File: src/rtl/nts_api_arbiter_if.sv
// Bundle of the two requester ports and the downstream API port of nts_api_arbiter.
// The slave modport is the arbiter's view; master is the requester/downstream side.
`timescale 1ns/1ps
interface nts_api_arbiter_if;
    logic        i_req0_cs;
    logic        i_req0_we;
    logic [11:0] i_req0_address;
    logic [31:0] i_req0_write_data;
    logic        o_req0_ack;
    logic [31:0] o_req0_read_data;
    logic        o_req0_error;

    logic        i_req1_cs;
    logic        i_req1_we;
    logic [11:0] i_req1_address;
    logic [31:0] i_req1_write_data;
    logic        o_req1_ack;
    logic [31:0] o_req1_read_data;
    logic        o_req1_error;

    logic        o_api_cs;
    logic        o_api_we;
    logic [11:0] o_api_address;
    logic [31:0] o_api_write_data;
    logic [31:0] i_api_read_data;
    logic        i_api_read_data_valid;
    logic        i_api_busy;

    logic        o_busy;

    modport slave (
        input  i_req0_cs, i_req0_we, i_req0_address, i_req0_write_data,
        output o_req0_ack, o_req0_read_data, o_req0_error,
        input  i_req1_cs, i_req1_we, i_req1_address, i_req1_write_data,
        output o_req1_ack, o_req1_read_data, o_req1_error,
        output o_api_cs, o_api_we, o_api_address, o_api_write_data,
        input  i_api_read_data, i_api_read_data_valid, i_api_busy,
        output o_busy
    );

    modport master (
        output i_req0_cs, i_req0_we, i_req0_address, i_req0_write_data,
        input  o_req0_ack, o_req0_read_data, o_req0_error,
        output i_req1_cs, i_req1_we, i_req1_address, i_req1_write_data,
        input  o_req1_ack, o_req1_read_data, o_req1_error,
        input  o_api_cs, o_api_we, o_api_address, o_api_write_data,
        output i_api_read_data, i_api_read_data_valid, i_api_busy,
        input  o_busy
    );
endinterface

File: src/rtl/nts_api_arbiter.sv
// Two-requester round-robin arbiter in front of a single downstream API port,
// with per-transaction timeout that returns TIMEOUT_DATA and flags an error.
`timescale 1ns/1ps
module nts_api_arbiter #(
    parameter int unsigned TIMEOUT_CYCLES = 255,
    parameter logic [31:0] TIMEOUT_DATA   = 32'hDEAD_BEEF
) (
    input  logic                i_clk,
    input  logic                i_areset,
    nts_api_arbiter_if.slave    bus
);

    typedef enum logic [1:0] {
        ST_IDLE  = 2'd0,
        ST_ISSUE = 2'd1,
        ST_WAIT  = 2'd2,
        ST_RESP  = 2'd3
    } state_t;

    // Counter value seen during the last permitted WAIT cycle.
    localparam logic [15:0] TMO_LAST = 16'(TIMEOUT_CYCLES - 32'd1);

    state_t      state_r;
    logic        prio_r;
    logic        grant_r;
    logic [15:0] cnt_r;
    logic        seen_r;
    logic [31:0] cap_data_r;

    logic        api_cs_r;
    logic        api_we_r;
    logic [11:0] api_addr_r;
    logic [31:0] api_wdata_r;
    logic        ack0_r;
    logic        ack1_r;
    logic [31:0] rdata0_r;
    logic [31:0] rdata1_r;
    logic        err0_r;
    logic        err1_r;
    logic        busy_r;

    logic        req_any_s;
    logic        grant_s;
    logic        we_s;
    logic [11:0] addr_s;
    logic [31:0] wdata_s;
    logic        seen_s;
    logic [31:0] rdata_s;
    logic        done_s;
    logic        tmo_s;
    logic [31:0] resp_data_s;
    logic        resp_err_s;

    // Round-robin grant and granted-command select for the IDLE state.
    always_comb begin
        req_any_s = bus.i_req0_cs | bus.i_req1_cs;
        if (bus.i_req0_cs && bus.i_req1_cs) begin
            grant_s = prio_r;
        end else if (bus.i_req1_cs) begin
            grant_s = 1'b1;
        end else begin
            grant_s = 1'b0;
        end
        if (grant_s) begin
            we_s    = bus.i_req1_we;
            addr_s  = bus.i_req1_address;
            wdata_s = bus.i_req1_write_data;
        end else begin
            we_s    = bus.i_req0_we;
            addr_s  = bus.i_req0_address;
            wdata_s = bus.i_req0_write_data;
        end
    end

    // WAIT-state completion decode; a valid pulse in the exit cycle counts immediately.
    always_comb begin
        seen_s = seen_r | bus.i_api_read_data_valid;
        if (bus.i_api_read_data_valid) begin
            rdata_s = bus.i_api_read_data;
        end else begin
            rdata_s = cap_data_r;
        end
        done_s = ~bus.i_api_busy & (api_we_r | seen_s);
        tmo_s  = (cnt_r == TMO_LAST);
        if (done_s) begin
            if (api_we_r) begin
                resp_data_s = 32'd0;
            end else begin
                resp_data_s = rdata_s;
            end
            resp_err_s = 1'b0;
        end else begin
            resp_data_s = TIMEOUT_DATA;
            resp_err_s  = 1'b1;
        end
    end

    // Transaction FSM; every output is registered alongside the state it belongs to.
    always_ff @(posedge i_clk or posedge i_areset) begin
        if (i_areset) begin
            state_r     <= ST_IDLE;
            prio_r      <= 1'b0;
            grant_r     <= 1'b0;
            cnt_r       <= 16'd0;
            seen_r      <= 1'b0;
            cap_data_r  <= 32'd0;
            api_cs_r    <= 1'b0;
            api_we_r    <= 1'b0;
            api_addr_r  <= 12'd0;
            api_wdata_r <= 32'd0;
            ack0_r      <= 1'b0;
            ack1_r      <= 1'b0;
            rdata0_r    <= 32'd0;
            rdata1_r    <= 32'd0;
            err0_r      <= 1'b0;
            err1_r      <= 1'b0;
            busy_r      <= 1'b0;
        end else begin
            case (state_r)
                ST_IDLE: begin
                    if (req_any_s) begin
                        grant_r     <= grant_s;
                        prio_r      <= ~grant_s;
                        api_we_r    <= we_s;
                        api_addr_r  <= addr_s;
                        api_wdata_r <= wdata_s;
                        api_cs_r    <= 1'b1;
                        busy_r      <= 1'b1;
                        state_r     <= ST_ISSUE;
                    end else begin
                        state_r     <= ST_IDLE;
                    end
                end
                ST_ISSUE: begin
                    api_cs_r   <= 1'b0;
                    cnt_r      <= 16'd0;
                    seen_r     <= 1'b0;
                    cap_data_r <= 32'd0;
                    state_r    <= ST_WAIT;
                end
                ST_WAIT: begin
                    if (bus.i_api_read_data_valid) begin
                        cap_data_r <= bus.i_api_read_data;
                        seen_r     <= 1'b1;
                    end
                    // Normal completion wins over a coincident timeout via resp_*_s.
                    if (done_s || tmo_s) begin
                        if (grant_r) begin
                            ack1_r   <= 1'b1;
                            rdata1_r <= resp_data_s;
                            err1_r   <= resp_err_s;
                        end else begin
                            ack0_r   <= 1'b1;
                            rdata0_r <= resp_data_s;
                            err0_r   <= resp_err_s;
                        end
                        state_r <= ST_RESP;
                    end else begin
                        cnt_r   <= cnt_r + 16'd1;
                        state_r <= ST_WAIT;
                    end
                end
                ST_RESP: begin
                    ack0_r  <= 1'b0;
                    ack1_r  <= 1'b0;
                    busy_r  <= 1'b0;
                    state_r <= ST_IDLE;
                end
                default: begin
                    api_cs_r <= 1'b0;
                    ack0_r   <= 1'b0;
                    ack1_r   <= 1'b0;
                    busy_r   <= 1'b0;
                    state_r  <= ST_IDLE;
                end
            endcase
        end
    end

    assign bus.o_api_cs         = api_cs_r;
    assign bus.o_api_we         = api_we_r;
    assign bus.o_api_address    = api_addr_r;
    assign bus.o_api_write_data = api_wdata_r;
    assign bus.o_req0_ack       = ack0_r;
    assign bus.o_req0_read_data = rdata0_r;
    assign bus.o_req0_error     = err0_r;
    assign bus.o_req1_ack       = ack1_r;
    assign bus.o_req1_read_data = rdata1_r;
    assign bus.o_req1_error     = err1_r;
    assign bus.o_busy           = busy_r;

endmodule

File: src/flat_wrapper.sv
// flat-port wrapper written by rule: the top's interface ports become plain ports
module nts_api_arbiter_flat 
#(
    parameter int unsigned TIMEOUT_CYCLES = 255,
    parameter logic [31:0] TIMEOUT_DATA   = 32'hDEAD_BEEF
)
  (i_clk, i_areset, bus_i_req0_cs, bus_i_req0_we, bus_i_req0_address, bus_i_req0_write_data, bus_o_req0_ack, bus_o_req0_read_data, bus_o_req0_error, bus_i_req1_cs, bus_i_req1_we, bus_i_req1_address, bus_i_req1_write_data, bus_o_req1_ack, bus_o_req1_read_data, bus_o_req1_error, bus_o_api_cs, bus_o_api_we, bus_o_api_address, bus_o_api_write_data, bus_i_api_read_data, bus_i_api_read_data_valid, bus_i_api_busy, bus_o_busy);
  nts_api_arbiter_if bus_i ();
  input  logic i_clk;
  input  logic i_areset;
  input wire logic [$bits(bus_i.i_req0_cs)-1:0] bus_i_req0_cs;
  input wire logic [$bits(bus_i.i_req0_we)-1:0] bus_i_req0_we;
  input wire logic [$bits(bus_i.i_req0_address)-1:0] bus_i_req0_address;
  input wire logic [$bits(bus_i.i_req0_write_data)-1:0] bus_i_req0_write_data;
  output wire logic [$bits(bus_i.o_req0_ack)-1:0] bus_o_req0_ack;
  output wire logic [$bits(bus_i.o_req0_read_data)-1:0] bus_o_req0_read_data;
  output wire logic [$bits(bus_i.o_req0_error)-1:0] bus_o_req0_error;
  input wire logic [$bits(bus_i.i_req1_cs)-1:0] bus_i_req1_cs;
  input wire logic [$bits(bus_i.i_req1_we)-1:0] bus_i_req1_we;
  input wire logic [$bits(bus_i.i_req1_address)-1:0] bus_i_req1_address;
  input wire logic [$bits(bus_i.i_req1_write_data)-1:0] bus_i_req1_write_data;
  output wire logic [$bits(bus_i.o_req1_ack)-1:0] bus_o_req1_ack;
  output wire logic [$bits(bus_i.o_req1_read_data)-1:0] bus_o_req1_read_data;
  output wire logic [$bits(bus_i.o_req1_error)-1:0] bus_o_req1_error;
  output wire logic [$bits(bus_i.o_api_cs)-1:0] bus_o_api_cs;
  output wire logic [$bits(bus_i.o_api_we)-1:0] bus_o_api_we;
  output wire logic [$bits(bus_i.o_api_address)-1:0] bus_o_api_address;
  output wire logic [$bits(bus_i.o_api_write_data)-1:0] bus_o_api_write_data;
  input wire logic [$bits(bus_i.i_api_read_data)-1:0] bus_i_api_read_data;
  input wire logic [$bits(bus_i.i_api_read_data_valid)-1:0] bus_i_api_read_data_valid;
  input wire logic [$bits(bus_i.i_api_busy)-1:0] bus_i_api_busy;
  output wire logic [$bits(bus_i.o_busy)-1:0] bus_o_busy;
  assign bus_i.i_req0_cs = bus_i_req0_cs;
  assign bus_i.i_req0_we = bus_i_req0_we;
  assign bus_i.i_req0_address = bus_i_req0_address;
  assign bus_i.i_req0_write_data = bus_i_req0_write_data;
  assign bus_o_req0_ack = bus_i.o_req0_ack;
  assign bus_o_req0_read_data = bus_i.o_req0_read_data;
  assign bus_o_req0_error = bus_i.o_req0_error;
  assign bus_i.i_req1_cs = bus_i_req1_cs;
  assign bus_i.i_req1_we = bus_i_req1_we;
  assign bus_i.i_req1_address = bus_i_req1_address;
  assign bus_i.i_req1_write_data = bus_i_req1_write_data;
  assign bus_o_req1_ack = bus_i.o_req1_ack;
  assign bus_o_req1_read_data = bus_i.o_req1_read_data;
  assign bus_o_req1_error = bus_i.o_req1_error;
  assign bus_o_api_cs = bus_i.o_api_cs;
  assign bus_o_api_we = bus_i.o_api_we;
  assign bus_o_api_address = bus_i.o_api_address;
  assign bus_o_api_write_data = bus_i.o_api_write_data;
  assign bus_i.i_api_read_data = bus_i_api_read_data;
  assign bus_i.i_api_read_data_valid = bus_i_api_read_data_valid;
  assign bus_i.i_api_busy = bus_i_api_busy;
  assign bus_o_busy = bus_i.o_busy;
  nts_api_arbiter #(.TIMEOUT_CYCLES(TIMEOUT_CYCLES), .TIMEOUT_DATA(TIMEOUT_DATA)) u_core (.i_clk(i_clk), .i_areset(i_areset), .bus(bus_i));
endmodule
File: config.mk
export PLATFORM = sky130hd
export DESIGN_NAME = nts_api_arbiter_flat
export DESIGN_NICKNAME = d
export VERILOG_FILES = /design/src/rtl/nts_api_arbiter_if.sv /design/src/rtl/nts_api_arbiter.sv /design/src/flat_wrapper.sv
export SDC_FILE = /design/constraint.sdc
export NUM_CORES = 1
export LEC_CHECK = 0
export CELL_PAD_IN_SITES_DETAIL_PLACEMENT = 1
export CELL_PAD_IN_SITES_GLOBAL_PLACEMENT = 2
export CORE_MARGIN = 10
export CORE_UTILIZATION = 31
export DETAILED_ROUTE_END_ITERATION = 7
export MAX_ROUTING_LAYER = met4
export PLACE_DENSITY = 0.83
export SYNTH_ARGS = -nofsm -noshare
export SYNTH_HDL_FRONTEND = slang
export SYNTH_SLANG_ARGS = --single-unit
File: constraint.sdc
create_clock -name i_clk -period 16.7 [get_ports i_clk]
set_input_delay 5.01 -clock i_clk [delete_from_list [all_inputs] [get_ports i_clk]]
set_output_delay 5.01 -clock i_clk [all_outputs]
set_load 0.005 [all_outputs]
* Word-level counts from Yosys, hierarchy flattened
Cells that the tools add are included.
** Operators by class
- Add/subtract/negate cells :: 1
- Multiply operators :: 0
- Divide/modulo/power cells :: 0
- $lt $le $gt $ge :: 0
- Equal/unequal tests :: 10
- Shifts and indexed selects :: 0
- Multiplexer cells :: 26
- Bitwise gates (word level) :: 7
- Reductions and logical operators :: 16
** Operator list (number)
- $mux W32 :: 4
- $pmux W32 S2 :: 1
- $pmux W16 S2 :: 1
- $add A16 B1 Y16 const B :: 1
- $eq A16 B8 Y1 const B :: 1
- $mux W16 :: 1
- $mux W1 :: 12
- $mux W12 :: 1
- $reduce_and A3 Y1 :: 4
- $pmux W1 S2 :: 5
- $reduce_and A2 Y1 :: 5
- $pmux W2 S4 :: 1
- $reduce_bool A2 Y1 :: 4
- $ne A2 B1 Y1 const B :: 3
- $ne A2 B2 Y1 const B :: 3
- $eq A2 B2 Y1 const B :: 2
- $not A1 Y1 :: 3
- $or A1 B1 Y1 :: 3
- $eq A2 B1 Y1 const B :: 1
- $logic_not A2 Y1 :: 1
- $and A1 B1 Y1 :: 1
- $logic_and A1 B1 Y1 :: 1
- $logic_or A1 B1 Y1 :: 1
** Word-level totals
- Register bits :: 168
- Bits in latches :: 0
- Memory bits (writable) :: 0
- Memory bits (read-only) :: 0
- Input port bits :: 128
- Word-level logic and storage cells :: 77
- Memories :: 0

* Depth between registers and ports, before layout
Gate-level depths: netlist (run 1).
- Depth in word-level cells :: 6
- Gate-level depth with buffers :: 10

* Least setup slack after synthesis (run 1)
No wires, ideal clock.
- Path type :: input-to-reg
- Start point :: input bus_i_api_read_data_valid
- End point :: register u_core.cnt_r[12]
- Library setup time :: 140 ps
- Arrival time :: 6139 ps
- Slack :: 10422 ps
- Cell stages on the path :: 6
- Cells stage by stage :: nor3_2 o211ai_1 or2_2 buf_4 o311ai_0 o41ai_1
** On the way
- Longest elaborated chain between the ends :: 6
** RTL lines
- from (decl) :: RTL line flat_wrapper.sv:30 : input wire logic [$bits(bus_i.i_api_read_data_valid)-1:0] bus_i_api_read_data_valid;
- $or A1 B1 Y1 :: RTL line nts_api_arbiter.sv:77 : seen_s = seen_r | bus.i_api_read_data_valid;
- $or A1 B1 Y1 :: RTL line nts_api_arbiter.sv:83 : done_s = ~bus.i_api_busy & (api_we_r | seen_s);
- $and A1 B1 Y1 :: RTL line nts_api_arbiter.sv:83
- $logic_or A1 B1 Y1 :: RTL line nts_api_arbiter.sv:147 : if (done_s || tmo_s) begin
- $ne A2 B2 Y1 (no source line)
- $reduce_and A2 Y1 (no source line)
- to (signal assigned) :: RTL line nts_api_arbiter.sv:159 : cnt_r <= cnt_r + 16'd1;
- to (decl) :: RTL line nts_api_arbiter.sv:26 : logic [15:0] cnt_r;
No other way between the ends.
A chain may end at the register's enable or synchronous reset.

* Worst setup path in the final report (run 1)
- Start point :: input bus_i_api_read_data_valid
- End point :: register u_core.rdata0_r[7] (netlist: u_core.bus.o_req0_read_data[7])
** On the way
- Longest elaborated chain between the ends :: 5
- Elaborated cells between the ends (all ways) :: 8
- Those cells by class :: 3 x mux; 3 x bitwise; 2 x reduce/logical
** RTL lines
- $or A1 B1 Y1 :: RTL line nts_api_arbiter.sv:77
- $or A1 B1 Y1 :: RTL line nts_api_arbiter.sv:83
- $and A1 B1 Y1 :: RTL line nts_api_arbiter.sv:83
- $logic_or A1 B1 Y1 :: RTL line nts_api_arbiter.sv:147
- $reduce_and A3 Y1 (no source line)
- to (signal assigned) :: RTL line nts_api_arbiter.sv:154 : rdata0_r <= resp_data_s;
- to (decl) :: RTL line nts_api_arbiter.sv:36 : logic [31:0] rdata0_r;
Parallel ways exist; a longest one is shown, timed or not.

==> metrics.txt, run 1 <==
outcome finished clean; Crit. End Element flop; Worst-Margin Slew 1286 ps; Layout fillers around 2400; Storage cell area about 4200 µm²; Tcrit/Tclk final 0.4223; grt total ovfl 0; # rows 55; Synth async-reset ratio 1.000; area grow syn2layout 44.85%; maximum vdd drop 75.95 µV; r2r worst-path depth 6; Max FO, Critical Path 38; Worst Setup Path Type in -> reg; layout cells sized above 1 0.09501; Setup Skew 11.71 ps; GRT Total Usage 0.1784; # DRC 0; htree depth 4; half-perimeter wire length after placement 18640 µm; wire length on met2 ~13000 µm; Crit Reg-Reg Startpoint u_core.cnt_r[0]; required time of the critical path 17020 ps; max capacitance violation total 0; number of synthesized flops with an enable pin 0; top_reg_cell synth dfrtp_1; DR iter-0 viols 509; Initial Utilization 0.3166; IO Port Bufs 242; Worst slew margin 0.1393; max-slew violations 0; clock root buffer clkbuf_16; cts hold-fix bufs 0; CP Launch Type input port; clock sinks 168; Crit path arrival time 7370 ps; total negative slack 0 ps; routed len/inst 23.10 µm; die span in y between 150 and 200 µm; Die Wd 172.5 µm; GP Congestion between 0.7 and 0.8; Final min period 7052 ps; Final setup viols 0; die area 29760 µm²; power per cell area 186.1 nW/µm²; DR vias/cell 5.335; Max Clock Freq 141.8 MHz; initial antenna violation count 2; FF-to-FF End u_core.bus.o_req0_read_data[28]; Met1 Wirelength between 10000 and 15000 µm; io pins around 240; worst skew pair latency 430 ps; Synth Net Count 723; Synth Instances 589; mapped cell area 7212 µm²; Hold Crit Depth 1; Post-Layout Inst Area 10450 µm²; Ys Warns 0; Reg clk slew, reported paths 70 ps; post-CTS setup buffers 0; worst-case clock buffer depth 2; final WL approximately 26000 µm; Seq/Total Area, Yosys 0.5829; Hold Startpoint u_core.bus.o_req1_read_data[22]; Yosys cell types 48; overall power between 1.5 and 2 mW; Hold WS 493.0 ps; core area 22780 µm²; DR WL met3 1803 µm; average size of a mapped cell 12.24 µm²; fin nets 942; DRT Pass-1 Iters 6; largest net degree at the start of global routing 96; final antenna-violating net count 0; CTS tree yes; R2R setup slack 13760 ps; top layer in use met4; Hold EP u_core.bus.o_req1_read_data[22]; Post-Place Cell Area 9859 µm²; Multi-input gate area 2579 µm²; RSZ-0062 raised after global routing false; CTS buffer count 17; type of the most critical hold path reg -> reg; post-cts resize count 0; first-pass GRT wire length 41010 µm; DR vias 6060; Fin. Hold Viols 0; Leakage Power 4.598 nW; number of global-route vias before repair around 6900; Yosys reg bits between 150 and 200
-- per-stage QoR --
stage / std cells / setup WS (ps) / utilization
6_report: 1136 / 9648 / 0.4586
5_1_grt: 1136 / 9495 / 0.4586
4_1_cts: 1134 / 9644 / 0.4584
3_5_place_dp: 1102 / 9194 / 0.4328
3_3_place_gp: 1102 / 9298 / 0.4328
2_1_floorplan: 589 / 7143 / -
-- layer usage --
layer  track usage  up-vias
li1              -     2693
met1        0.1952     3134
met2        0.2955      201
met3       0.06197       32
met4       0.06307        0
met5             -        -
-- synthesized netlist by cell type (4+ instances only) --
cell	number	share of area
a21oi_1	5	0.0035
a222oi_1	45	0.062
a22o_1	31	0.038
buf_2	5	0.0035
buf_6	5	0.0078
clkbuf_1	36	0.019
dfrtp_1	168	0.58
ha_1	6	0.010
inv_1	56	0.029
mux2i_1	36	0.050
nand2_1	15	0.0078
nand3_1	11	0.0076
nand4_1	5	0.0043
nor2_1	15	0.0078
o21ai_0	34	0.024
o22a_1	28	0.034
o22a_2	10	0.014
o2bb2ai_1	17	0.021
o311ai_0	4	0.0049
o32a_2	10	0.016
or3_1	4	0.0035
-- cell type report --
| type | count | share of cell area |
|---|---|---|
| timing repair buffer | 249 | 0.2364 |
| tap | 313 | 0.03749 |
| inverter | 56 | 0.02060 |
| sequential | 168 | 0.4024 |
| clock buffer | 17 | 0.04072 |
| antenna | 2 | 0.0004791 |
| clock inverter | 15 | 0.01497 |
| multi-input combinational | 316 | 0.2469 |
-- worst max-delay path by stage --
stage | start | endpoint | slack, ps | cells after the start
floorplan | i_areset | u_core.bus.o_api_address[0] | 7140 | 1
global placement | bus_i_api_read_data_valid | u_core.bus.o_req0_read_data[6] | 9300 | 7
detailed placement | bus_i_api_read_data_valid | u_core.bus.o_req0_read_data[7] | 9190 | 7
CTS | bus_i_api_read_data_valid | u_core.bus.o_req0_read_data[7] | 9640 | 7
global route | bus_i_api_read_data_valid | u_core.bus.o_req0_read_data[6] | 9490 | 7
finish | bus_i_api_read_data_valid | u_core.bus.o_req0_read_data[7] | 9650 | 7
-- report_power, final --
| part | leakage [nW] | switching (mW) | total [mW] | internal (mW) |
|---|---|---|---|---|
| sequential | 2.11 | 0.128 | 0.720 | 0.592 |
| clock | 0.278 | 0.192 | 0.391 | 0.200 |
| combinational | 2.21 | 0.385 | 0.832 | 0.447 |
| total | 4.60 | 0.705 | 1.94 | 1.24 |
-- cells by family after synthesis --
group           after synthesis  synth area share
xor+xnor                      2          0.002429
buf+inv                     105           0.06506
compound gates              201            0.2347
mux                          36           0.04997
flops                       168            0.5829
simple gates                 71           0.05448
fa+ha+maj                     6           0.01041
-- flip-flops by register name (all words and copies together), names as in the netlist, 2 cells and up --
register                     cells
u_core.bus.o_req0_read_data     32
u_core.cnt_r                    16
u_core.bus.o_api_write_data     32
u_core.cap_data_r               32
u_core.state_r                   2
u_core.bus.o_req1_read_data     32
u_core.bus.o_api_address        12
-- cells in the final DEF, fill, tap and decap left out, types with 3 or more instances in the layout --
cell and instances:
clkdlybuf4s50_1 241, dfrtp_1 168, inv_1 55, a222oi_1 45
mux2i_1 36, o21ai_0 32, a22o_1 31, o22a_1 28
o2bb2ai_1 17, clkbuf_16 17, nand2_1 15, nor2_1 14
nand3_1 11, o32a_2 10, o22a_2 10, inv_6 7
buf_4 7, ha_1 6, nand4_1 5, o311ai_0 4
or3_1 4, o211ai_1 3, or2_2 3, and3_1 3
a21oi_1 3, nor2_2 3, clkinv_8 3
-- critical path, cell delays in order --
cell     delay [ps]
buf_2            80
buf_4           530
nor3_2          120
or2_2           320
nor2_2          680
o21ai_0         310
o22a_2          280
(Power assumes the default switching activity.)
==> run 2: changes to the inputs <==
CORE_UTILIZATION = 26   (was 31)
PLACE_DENSITY = 0.74   (was 0.83)
clock period = 5.99 ns   (was 16.7 ns; I/O delays follow)
==> run 2 against run 1 <==
The flow now finishes with violations (DRC). Non-clock buffer count rose by 5. Wire length barely moved. Sequential share of layout area decreased by 0.59 points.
==> metrics.txt, run 2 (synthesis results as in run 1) <==
GRT Total Usage 0.1511; clock sinks 168; Max FO, Critical Path 26; power per cell area between 500 and 600 nW/µm²; Final setup viols 0; Worst slew margin 0.2033; Max Clock Freq 286.7 MHz; first-pass GRT wire length 40500 µm; Placed Cells 1166; Worst Setup Path Type in -> reg; Fin. Hold Viols 0; largest net degree at the start of global routing between 100 and 150; # rows 60; Met1 Wirelength 11250 µm; Layout fillers just under 3000; final antenna-violating net count 0; Final Instance Count excl. Fillers 1200; Worst-Margin Slew 1195 ps; DRT Pass-1 Iters 8; area grow syn2layout 47.00%; failing checks DRC; required time of the critical path about 6400 ps; type of the most critical hold path reg -> reg; crit-path cells clkdlybuf4s50_1 -> nor2_1 -> o21a_1 -> o32a_2; RSZ-0062 raised after global routing false; post-cts resize count 0; Critical path buffers and inverters 1; max capacitance violation total 0; die span in y 186.5 µm; Hold Startpoint u_core.bus.o_api_write_data[9]; CP Launch Type input port; maximum vdd drop around 190 µV; IO Port Bufs 242; fin nets approximately 950; CTS buffer count 17; number of global-route vias before repair 6379; cts hold-fix bufs 0; half-perimeter wire length after placement 17980 µm; htree depth 4; Hold WS 492.5 ps; GP Congestion roughly 0.75; overall power 5.444 mW; CTS tree yes; # DRC 12; worst-case clock buffer depth 2; Leakage Power 4.645 nW; DR vias 5920; Multi-input gate area ~2600 µm²; R2R setup slack 3100 ps; top layer in use met4; Die Wd 186.5 µm; clock root buffer clkbuf_16; Crit path arrival time 3850 ps; outcome finished with violations; core area approximately 27000 µm²; Setup Skew 20.24 ps; Hold Crit Depth 2; grt total ovfl 0; DR iter-0 viols 489; CP delay by family, top compound AO/OA/AOI/OAI gates; die area between 30000 and 40000 µm²; layout cells sized above 1 0.09927; wire length on met2 13310 µm; post-CTS setup buffers 0; final WL 26260 µm; Initial Utilization 0.2661; DR vias/cell 4.933; initial antenna violation count 2; Storage cell area 4204 µm²; routed len/inst 21.88 µm; r2r worst-path depth 6; io pins ~240; worst skew pair latency 440 ps; FF-to-FF End u_core.bus.o_req1_read_data[27]; Worst path slowest cell o21a_1; Crit. End Element flop; total negative slack 0 ps; DR WL met3 1460 µm; max incr delay on CP 980 ps; Final min period 3488 ps; max-slew violations 0; most frequent cells in the layout clkdlybuf4s50_1 (241), dfrtp_1 (168), inv_1 (55); Hold EP u_core.bus.o_api_write_data[9]; Reg clk slew, reported paths 80 ps; Crit Reg-Reg Startpoint u_core.cnt_r[0]; commonest non-fill, non-tap cell in the layout clkdlybuf4s50_1; Tcrit/Tclk final 0.5823
## run 2: cell types whose count changed in the layout (fill, tap and decap cells not counted), sizes merged
cell | before | now
bufinv | 0 | 1
buf | 8 | 13
inv | 64 | 62
clkbuf | 17 | 18
## run 2: routing by layer
layer | global-route usage | up-vias
met5 | - | -
met4 | 0.03288 | 0
met3 | 0.04600 | 18
met2 | 0.2484 | 135
met1 | 0.1789 | 3069
li1 | - | 2698
## run 2: cell type report
cell class,instances,share of cell area
Clock inverter,14,0.01676
Tap cell,372,0.04390
Clock buffer,18,0.04143
Multi-Input combinational cell,316,0.2430
Timing Repair Buffer,254,0.2377
Antenna cell,2,0.0004721
Inverter,56,0.02018
Sequential cell,168,0.3966
## run 2: stage by stage
| stage | utilization | area [µm²] | worst slack, ps |
|---|---|---|---|
| after detailed placement | 0.3682 | 9980 | 2087 |
| after global routing | 0.3912 | 10600 | 2324 |
| final | 0.3912 | 10600 | 2502 |
| after floorplan | - | 7216 | 2052 |
| after CTS | 0.3910 | 10600 | 2524 |
| after global placement | 0.3682 | 9980 | 2111 |
## run 2: worst min-delay path: stages (launching register included)
cell	delay, ps
dfrtp_1	350
a222oi_1	60
inv_1	50
## run 2: worst max-delay path by stage
stage	from	endpoint	slack, ps	depth (start not counted)
after floorplan	i_areset	u_core.bus.o_api_address[0]	2050	1
after global placement	bus_i_api_busy	u_core.bus.o_req0_read_data[26]	2110	4
after detailed placement	bus_i_api_busy	u_core.bus.o_req1_read_data[30]	2090	4
after CTS	bus_i_api_busy	u_core.bus.o_req1_read_data[27]	2520	4
after global routing	bus_i_api_busy	u_core.bus.o_req0_ack	2320	5
final	bus_i_api_busy	u_core.bus.o_req1_read_data[27]	2500	4
## run 2: power breakdown
group | total, mW | internal (mW) | switching (mW)
registers | 1.97 | 1.65 | 0.320
clock network | 1.17 | 0.614 | 0.553
logic | 2.31 | 1.25 | 1.05
total | 5.44 | 3.52 | 1.93
